`config.mk`:
```
export PLATFORM = sky130hd
export DESIGN_NAME = craps_game_ctrl
export DESIGN_NICKNAME = d
export VERILOG_FILES = /design/src/rtl/craps_pkg.sv /design/src/rtl/sat_counter.sv /design/src/rtl/craps_game_ctrl.sv
export SDC_FILE = /design/constraint.sdc
export NUM_CORES = 1
export LEC_CHECK = 0
export CAP_MARGIN = 20
export CORE_UTILIZATION = 40
export DETAILED_ROUTE_END_ITERATION = 6
export HOLD_SLACK_MARGIN = 0.05
export PLACE_DENSITY_LB_ADDON = 0.25
export SETUP_SLACK_MARGIN = 0.2
export SLEW_MARGIN = 30
export SYNTH_ARGS = -nofsm -noshare
export SYNTH_HDL_FRONTEND = slang
export SYNTH_SLANG_ARGS = --single-unit
```
`constraint.sdc`:
```
create_clock -name clock -period 4.3 [get_ports clock]
set_input_delay 0.86 -clock clock [delete_from_list [all_inputs] [get_ports clock]]
set_output_delay 0.86 -clock clock [all_outputs]
set_load 0.01 [all_outputs]
```
`src/rtl/craps_pkg.sv`:
```
// Shared definitions for the craps game controller.
//   craps_state_t : controller state encoding
//   SUM_MIN/MAX   : legal dice-total range
//   SEVEN         : the come-out natural / point-phase losing total
//   sum_legal()   : range check applied to every roll request
package craps_pkg;

    typedef enum logic [2:0] {
        COME_OUT   = 3'd0,
        CLS1       = 3'd1,
        EVAL1      = 3'd2,
        POINT_WAIT = 3'd3,
        CLS2       = 3'd4,
        EVAL2      = 3'd5,
        WON        = 3'd6,
        LOST       = 3'd7
    } craps_state_t;

    localparam logic [3:0] SUM_MIN = 4'd2;
    localparam logic [3:0] SUM_MAX = 4'd12;
    localparam logic [3:0] SEVEN   = 4'd7;

    function automatic logic sum_legal(input logic [3:0] s);
        return (s >= SUM_MIN) && (s <= SUM_MAX);
    endfunction

endpackage

```
`src/rtl/sat_counter.sv`:
```
// Saturating up-counter used for the win and loss tallies.
// Ports:
//   clock   : system clock
//   reset_n : asynchronous active-low reset, clears the count
//   inc     : one-cycle increment request
//   count   : current tally, sticks at all-ones
module sat_counter #(
    parameter int W = 8
) (
    input  logic         clock,
    input  logic         reset_n,
    input  logic         inc,
    output logic [W-1:0] count
);

    logic [W-1:0] count_reg;

    always_ff @(posedge clock or negedge reset_n) begin
        if (!reset_n) begin
            count_reg <= '0;
        end else if (inc && (count_reg != {W{1'b1}})) begin
            count_reg <= count_reg + W'(1);
        end
    end

    assign count = count_reg;

endmodule

```
`src/rtl/craps_game_ctrl.sv`:
```
// Craps game sequencer. Accepts dice totals, drives an external roll
// classifier for one cycle per roll, and tracks point, result and tallies.
// Ports:
//   clock, reset_n        : clock and asynchronous active-low reset
//   new_game              : abandon current game, back to come-out
//   roll_req, sum         : roll request and its dice total
//   cls_en, cls_num       : classifier enable and the latched total
//   d7, d711, d2312       : classifier flags, valid the cycle after cls_en
//   point, point_valid    : established point (0 when none)
//   win, lose             : game result, held until new_game
//   illegal               : one-cycle pulse for an out-of-range total
//   busy                  : low only while waiting for a roll
//   win_cnt, loss_cnt     : saturating tallies
module craps_game_ctrl
    import craps_pkg::*;
#(
    parameter int CNT_W = 8
) (
    input  logic             clock,
    input  logic             reset_n,
    input  logic             new_game,
    input  logic             roll_req,
    input  logic [3:0]       sum,
    output logic             cls_en,
    output logic [3:0]       cls_num,
    input  logic             d7,
    input  logic             d711,
    input  logic             d2312,
    output logic [3:0]       point,
    output logic             point_valid,
    output logic             win,
    output logic             lose,
    output logic             illegal,
    output logic             busy,
    output logic [CNT_W-1:0] win_cnt,
    output logic [CNT_W-1:0] loss_cnt
);

    craps_state_t state_reg, state_next;

    logic [3:0] cls_num_reg;
    logic [3:0] point_reg;
    logic       point_valid_reg;
    logic       win_reg;
    logic       lose_reg;
    logic       illegal_reg;

    // Strobes produced alongside the next-state decision
    logic       latch_sum;
    logic       load_point;
    logic       go_win;
    logic       go_lose;
    logic       illegal_next;

    // State register
    always_ff @(posedge clock or negedge reset_n) begin
        if (!reset_n) begin
            state_reg <= COME_OUT;
        end else begin
            state_reg <= state_next;
        end
    end

    // Next-state logic. new_game wins over everything, including a
    // roll_req in the same cycle, which is simply dropped.
    always_comb begin
        state_next   = state_reg;
        latch_sum    = 1'b0;
        load_point   = 1'b0;
        go_win       = 1'b0;
        go_lose      = 1'b0;
        illegal_next = 1'b0;
        if (new_game) begin
            state_next = COME_OUT;
        end else begin
            case (state_reg)
                COME_OUT, POINT_WAIT: begin
                    if (roll_req) begin
                        if (sum_legal(sum)) begin
                            latch_sum  = 1'b1;
                            state_next = (state_reg == COME_OUT) ? CLS1 : CLS2;
                        end else begin
                            illegal_next = 1'b1;
                        end
                    end
                end
                CLS1: state_next = EVAL1;
                CLS2: state_next = EVAL2;
                EVAL1: begin
                    if (d711) begin
                        go_win     = 1'b1;
                        state_next = WON;
                    end else if (d2312) begin
                        go_lose    = 1'b1;
                        state_next = LOST;
                    end else begin
                        load_point = 1'b1;
                        state_next = POINT_WAIT;
                    end
                end
                EVAL2: begin
                    // Making the point is checked first, so a point can
                    // never be lost on its own number.
                    if (cls_num_reg == point_reg) begin
                        go_win     = 1'b1;
                        state_next = WON;
                    end else if (d7) begin
                        go_lose    = 1'b1;
                        state_next = LOST;
                    end else begin
                        state_next = POINT_WAIT;
                    end
                end
                WON, LOST: state_next = state_reg;
                default:   state_next = COME_OUT;
            endcase
        end
    end

    // Moore outputs decoded from the state
    always_comb begin
        cls_en = 1'b0;
        busy   = 1'b1;
        case (state_reg)
            COME_OUT, POINT_WAIT: busy   = 1'b0;
            CLS1, CLS2:           cls_en = 1'b1;
            default:              cls_en = 1'b0;
        endcase
    end

    // Game datapath registers
    always_ff @(posedge clock or negedge reset_n) begin
        if (!reset_n) begin
            cls_num_reg     <= '0;
            point_reg       <= '0;
            point_valid_reg <= 1'b0;
            win_reg         <= 1'b0;
            lose_reg        <= 1'b0;
            illegal_reg     <= 1'b0;
        end else begin
            illegal_reg <= illegal_next;
            if (new_game) begin
                cls_num_reg     <= '0;
                point_reg       <= '0;
                point_valid_reg <= 1'b0;
                win_reg         <= 1'b0;
                lose_reg        <= 1'b0;
            end else begin
                if (latch_sum) begin
                    cls_num_reg <= sum;
                end
                if (load_point) begin
                    point_reg       <= cls_num_reg;
                    point_valid_reg <= 1'b1;
                end
                if (go_win) begin
                    win_reg <= 1'b1;
                end
                if (go_lose) begin
                    lose_reg <= 1'b1;
                end
            end
        end
    end

    sat_counter #(.W(CNT_W)) u_win_cnt (
        .clock   (clock),
        .reset_n (reset_n),
        .inc     (go_win),
        .count   (win_cnt)
    );

    sat_counter #(.W(CNT_W)) u_loss_cnt (
        .clock   (clock),
        .reset_n (reset_n),
        .inc     (go_lose),
        .count   (loss_cnt)
    );

    assign cls_num     = cls_num_reg;
    assign point       = point_reg;
    assign point_valid = point_valid_reg;
    assign win         = win_reg;
    assign lose        = lose_reg;
    assign illegal     = illegal_reg;

endmodule

```
==> flow_metrics.env <==
export IMPL_status="complete, no violations"
export IMPL_grt_pass1_vias=1212
export IMPL_synth_compound_area_share_pct=8.38
export IMPL_diodes=0
export IMPL_cp_max_fo=12
export IMPL_tritoncts="yes"
export IMPL_max_slew_margin_rel_pct=43.0
export IMPL_post_synth_inst_count=148
export IMPL_die_w_um=65.8
export IMPL_finalPower_mw=0.812
export IMPL_cp_arrival_ps=1670
export IMPL_synth_nets=161
export IMPL_ys_seq_elements=31
export IMPL_drv_cap=0
export IMPL_initial_core_util_pct=43.1
export IMPL_worstPathCellList="inv_1, nand2_1, clkdlybuf4s50_1"
export IMPL_grt_usage_pct=17.7
export IMPL_synth_edf_count=0
export IMPL_htree_levels=2
export IMPL_ys_types=40
export IMPL_remaining_drc_errors=0
export IMPL_ir_drop_mv=0.245
export IMPL_hold_path_class="flop to flop"
export IMPL_netlist_area_um2=1630
export IMPL_drtPass1Iterations=4
export IMPL_post_route_util_pct=56.6
export IMPL_drive_above_1_share_pct=8.99
export IMPL_pre_cts_slack_ps=1560
export IMPL_synth_ff_type="dfrtp_1"
export IMPL_muxShareOfSynthArea_pct=7.23
export IMPL_post_cts_repair_setup_buffers=0
export IMPL_rows=22
export IMPL_post_cts_resize_count=0
export IMPL_die_y_um=65.8
export IMPL_worstSetupPathType="flop to primary output"
export IMPL_slowest_stage="dfrtp_1"
export IMPL_cp_top_family="buffers and inverters"
export IMPL_tightest_slew_ps=849
export IMPL_core_area_um2=3770
export IMPL_routed_wl_um=3350
export IMPL_final_setup_tns_ps=0
export IMPL_crit_required_ps=3440
export IMPL_drtAntennaViolNets=0
export IMPL_rsz0062_at_grt="no"
export IMPL_yosysWarnings=0
export IMPL_p_per_area_nw_per_um2=381
export IMPL_finalHoldViolCount=0
export IMPL_antenna_found_initial=0
export IMPL_grt_pass1_wl_um=5640
export IMPL_slowest_delay_ps=640
export IMPL_gp_congestion=0.799
export IMPL_nets=203
export IMPL_vias=1236
export IMPL_layout_cells_non_filler=237
export IMPL_synthAdderAreaFrac_pct=1.54
export IMPL_synth_xor_area_share_pct=10.2
export IMPL_hold_buffers=0
export IMPL_cts_root_buffer="clkbuf_8"
export IMPL_fmax_mhz=395
export IMPL_drt_wirelength_per_cell_um=14.1
export IMPL_setup_viol=0
export IMPL_cts_buffers=5
export IMPL_clockBufferDepth=2
export IMPL_synth_async_sr_flop_share_pct=100
export IMPL_synthSimpleGateAreaFrac_pct=21.7
export IMPL_clk_pin_slew_ps=60
export IMPL_cts_sinks=31
export IMPL_fin_crit_ps=2530
export IMPL_whs_ps=512
export IMPL_dpl_cell_count=231
export IMPL_syn_to_final_growth_pct=31.2
export IMPL_fin_crit_sh_pct=58.8
export IMPL_crit_buf_inv=2
export IMPL_drt_iter0_drc=90
export IMPL_postPlaceCellArea_um2=2060
export IMPL_pin_count=41
export IMPL_design_area_um2=2130
export IMPL_synth_top_family_by_area="simple AND/OR/NAND/NOR gates"
export IMPL_dpl_hpwl_um=2410
export IMPL_dieArea_um2=4330
export IMPL_critPathCaptureType="primary output"
export IMPL_synth_seq_area_share_pct=47.7
export IMPL_grt_start_max_net_pins=32
export IMPL_p_leak_nw=0.905
export IMPL_overflow=0
export IMPL_portBuffers=40
export IMPL_worst_slack_ps=1770
export IMPL_startpoint_type="flop"
export IMPL_drv_slew=0
export IMPL_clk_latency_ps=270
export IMPL_synth_avg_cell_area_um2=11.0
export IMPL_finalClockSkew_ps=6.13
export IMPL_via_per_inst=5.22
## synth_stat cells, drive strengths merged, types with 2 or more instances
| library cell | count | area (µm²) |
|---|---|---|
| clkbuf | 3 | 11.3 |
| nor3 | 7 | 35.0 |
| nand4 | 4 | 25.0 |
| mux2 | 3 | 37.5 |
| o21ai | 2 | 10.0 |
| inv | 5 | 18.8 |
| xor2 | 8 | 70.1 |
| nor4 | 3 | 40.0 |
| buf | 3 | 22.5 |
| mux2i | 8 | 80.1 |
| nor2 | 19 | 78.8 |
| a41oi | 2 | 25.0 |
| nand3 | 4 | 20.0 |
| nand2 | 10 | 37.5 |
| dfrtp | 31 | 776 |
| nand2b | 2 | 12.5 |
| a21oi | 4 | 20.0 |
| and3 | 2 | 12.5 |
| xnor2 | 11 | 96.3 |
| ha | 2 | 25.0 |
## report_power, final
part / leakage [nW] / switching [mW] / internal [mW]
sequential: 0.422 / 0.0511 / 0.325
clock: 0.0371 / 0.0944 / 0.108
combinational: 0.445 / 0.102 / 0.133
## layout by cell type, fill, tap and decap left out, drive strengths merged, types with 2 or more instances in the layout
master	instances
clkdlybuf4s50	40
xor2	8
ha	2
a41oi	2
nor4	3
nand4	4
a21oi	4
xnor2	11
and3	2
o21ai	2
mux2	3
clkbuf	6
inv	5
nand2b	2
nand3	4
nor3	7
dfrtp	31
mux2i	8
nand2	10
nor2	19
## per-layer routing
metal | track usage [%] | up-vias | wire length (µm)
li1 | - | 597 | -
met1 | 22.6 | 607 | 1540
met2 | 26.7 | 25 | 1620
met3 | 5.17 | 7 | 123
met4 | 10.1 | 0 | 61
met5 | 0 | - | 0
## cell families after synthesis
logic type               after synthesis
buffers and inverters                 11
AND/OR/NAND/NOR                       58
multiplexers                          11
adder cells (fa/ha/maj)                2
XOR/XNOR                              19
AO/OA/AOI/OAI                         16
flip-flops                            31
## layout make-up
cell class,instances,area [µm²]
inverter,5,18.8
sequential,31,776
multi-input combinational,106,798
tap,48,60.1
timing repair buffer,41,408
clock buffer,6,72.6
fill,321,1640
## worst paths after layout
path	startpoint	endpoint	slack (ps)	cells after the start
max	state_reg[2]	busy	1770	3
min in group asynchronous	reset_n	u_win_cnt.count[7]	980	2
min reg2reg	u_win_cnt.count[0]	u_win_cnt.count[0]	510	1
min	u_win_cnt.count[0]	u_win_cnt.count[0]	510	1
max reg2reg	state_reg[0]	point[1]	2350	4
max in group asynchronous	reset_n	point[1]	3030	2
Note: power is estimated with default switching activity, not from simulation.
==> patch (same flow settings) <==
Make the reset (`reset_n`) synchronous in 3 clocked blocks. Comments in the files are not updated.
--- a/src/rtl/sat_counter.sv
+++ b/src/rtl/sat_counter.sv
@@ -16,5 +16,5 @@
     logic [W-1:0] count_reg;
 
-    always_ff @(posedge clock or negedge reset_n) begin
+    always_ff @(posedge clock) begin
         if (!reset_n) begin
             count_reg <= '0;
--- a/src/rtl/craps_game_ctrl.sv
+++ b/src/rtl/craps_game_ctrl.sv
@@ -54,5 +54,5 @@
 
     // State register
-    always_ff @(posedge clock or negedge reset_n) begin
+    always_ff @(posedge clock) begin
         if (!reset_n) begin
             state_reg <= COME_OUT;
@@ -130,5 +130,5 @@
 
     // Game datapath registers
-    always_ff @(posedge clock or negedge reset_n) begin
+    always_ff @(posedge clock) begin
         if (!reset_n) begin
             cls_num_reg     <= '0;
Behaviour: differs if reset_n is asserted again (counterexample within 4 cycles, from zero or initial values and one cycle with reset_n low); with reset_n held inactive, the same outputs for 10 cycles.
==> patch against the original RTL <==
- routed wire length up 10%
- worst setup slack worse by 0.085 ns
- non-clock buffer count decreased by 1
- die area fell by 2.9%
- cell area fell by 2.3%
- area after synthesis fell by 3.0%
- sequential cell count unchanged
- highest routed layer unchanged
Power is not compared: it rests on default switching activity, and its combinational part moved more than twofold at a synthesized area within 25%.
==> patch: results (changes against the original RTL) <==
status completed; worst r2r dst u_win_cnt.count[5]$_SDFFE_PN0P_; drt pass-1 iters 4 (unchanged); synth top area cells dfxtp_1 (39%), nor2_1 (5.0%), a21oi_1 (4.8%); crit-path max FO 12 (unchanged); PostCTS Resize Cnt 0 (unchanged); Routed WL 3689 um (+10%); Post-synth ARST share 0% (-100 points); fin nets 228 (+12%); postcts setup bufs 0 (unchanged); first-pass GRT wire length 6223 um (+10%); WHS 0.4810 ns (-0.03079 ns); post-route insts no fill 264 (+11%); Hold Path End lose$_SDFFE_PP0P_; CTS Buf Count 5 (unchanged); Post-Syn Area per Cell 8.965 um2 (-18%); fill cell count 353 (+10%); Distinct cells, synth 42 (+5.0%); relative slew slack 57.95% (+15 points); Critical path destination u_loss_cnt.count[3]$_SDFFE_PN0P_; GP Congestion 0.7903 (-1.1%); Arr. time, crit path 2.83 ns (+1.16 ns); Hold Crit Class reg -> reg; FF-to-FF path depth 5 (+1); Hold Path Stages 2 (+1); Vias/cell 5.534 (+6.1%); hold_sp lose$_SDFFE_PP0P_; Tcrit/Tclk final 60.82% (+2.0 points); syn_nets 189 (+17%); R2R setup slack 2.16 ns (-0.19 ns); layout cells sized above 1 8.796% (-0.20 points); skew final 0.002274 ns (-0.003856 ns); CTS clk-pin slew, worst paths 0.06 ns (about the same); vias in the first global route 1372 (+13%); VDD IR max 152.8 uV; worst slack, placed 1.391 ns (-0.1729 ns); DR iter-0 viols 93 (+3.3%); largest net degree at the start of global routing 17 (-47%); Critical Path Start d711; total global-route track usage 19.46% (+1.7 points); synth cell count leaders dfxtp_1 (31), nor2_1 (21), a21oi_1 (15); post-synthesis sequential area ratio 39.33% (-8.4 points); worst r2r src cls_num[3]$_SDFFE_PP0P_; hpwl dp 2661 um (+11%)
## patch: cell type report
class / count / area, um2 / share of cell area, %
Inverter: 3 / 11.26 / 0.5405
Tap cell: 48 / 60.06 / 2.883
Timing Repair Buffer: 40 / 400.4 / 19.22
Sequential cell: 31 / 620.6 / 29.79
Clock buffer: 8 / 100.1 / 4.805
Multi-Input combinational cell: 134 / 890.9 / 42.76
## patch: per-layer routing
layer | vias to the layer above | GRT usage (%) | wire length, um
met4 | 0 | 9.444 | 63
li1 | 724 | - | -
met1 | 690 | 22.38 | 1601
met2 | 42 | 31.90 | 1804
met5 | - | 0 | 0
met3 | 5 | 6.690 | 220
## patch: power by group through the flow
| stage | Sequential, mW | Combinational [mW] | Clock, mW |
|---|---|---|---|
| finish | 0.293 | 0.0436 | 0.250 |
| global route | 0.293 | 0.0475 | 0.273 |
| CTS | 0.293 | 0.0438 | 0.256 |
| detailed placement | 0.299 | 0.0434 | 0 |
| global placement | 0.299 | 0.0429 | 0 |
| floorplan | 0.297 | 0.0246 | 0 |
## patch: cell families (layout without fill, tap and decap cells)
family / Yosys count / in the layout / synth area share [%]
simple gates: 78 / 78 / 28.87
xor+xnor: 9 / 9 / 4.996
buf+inv: 11 / 51 / 4.203
flops: 31 / 31 / 39.33
mux: 6 / 6 / 3.807
fa+ha+maj: 2 / 2 / 1.586
compound gates: 39 / 39 / 17.21
## patch: through the flow
stage / total power, mW / instance area, um2
after floorplan: 0.3217 / 1578
after global placement: 0.3418 / 1983
after detailed placement: 0.3424 / 1983
after CTS: 0.5925 / 2083
after global routing: 0.6139 / 2083
final: 0.5863 / 2083
## patch: critical path, stage by stage
cell             delay (ns)
clkdlybuf4s50_1        0.48
or4b_4                 0.58
o22ai_2                0.12
o211ai_2               0.22
or3_1                  0.42
a21oi_1                0.14
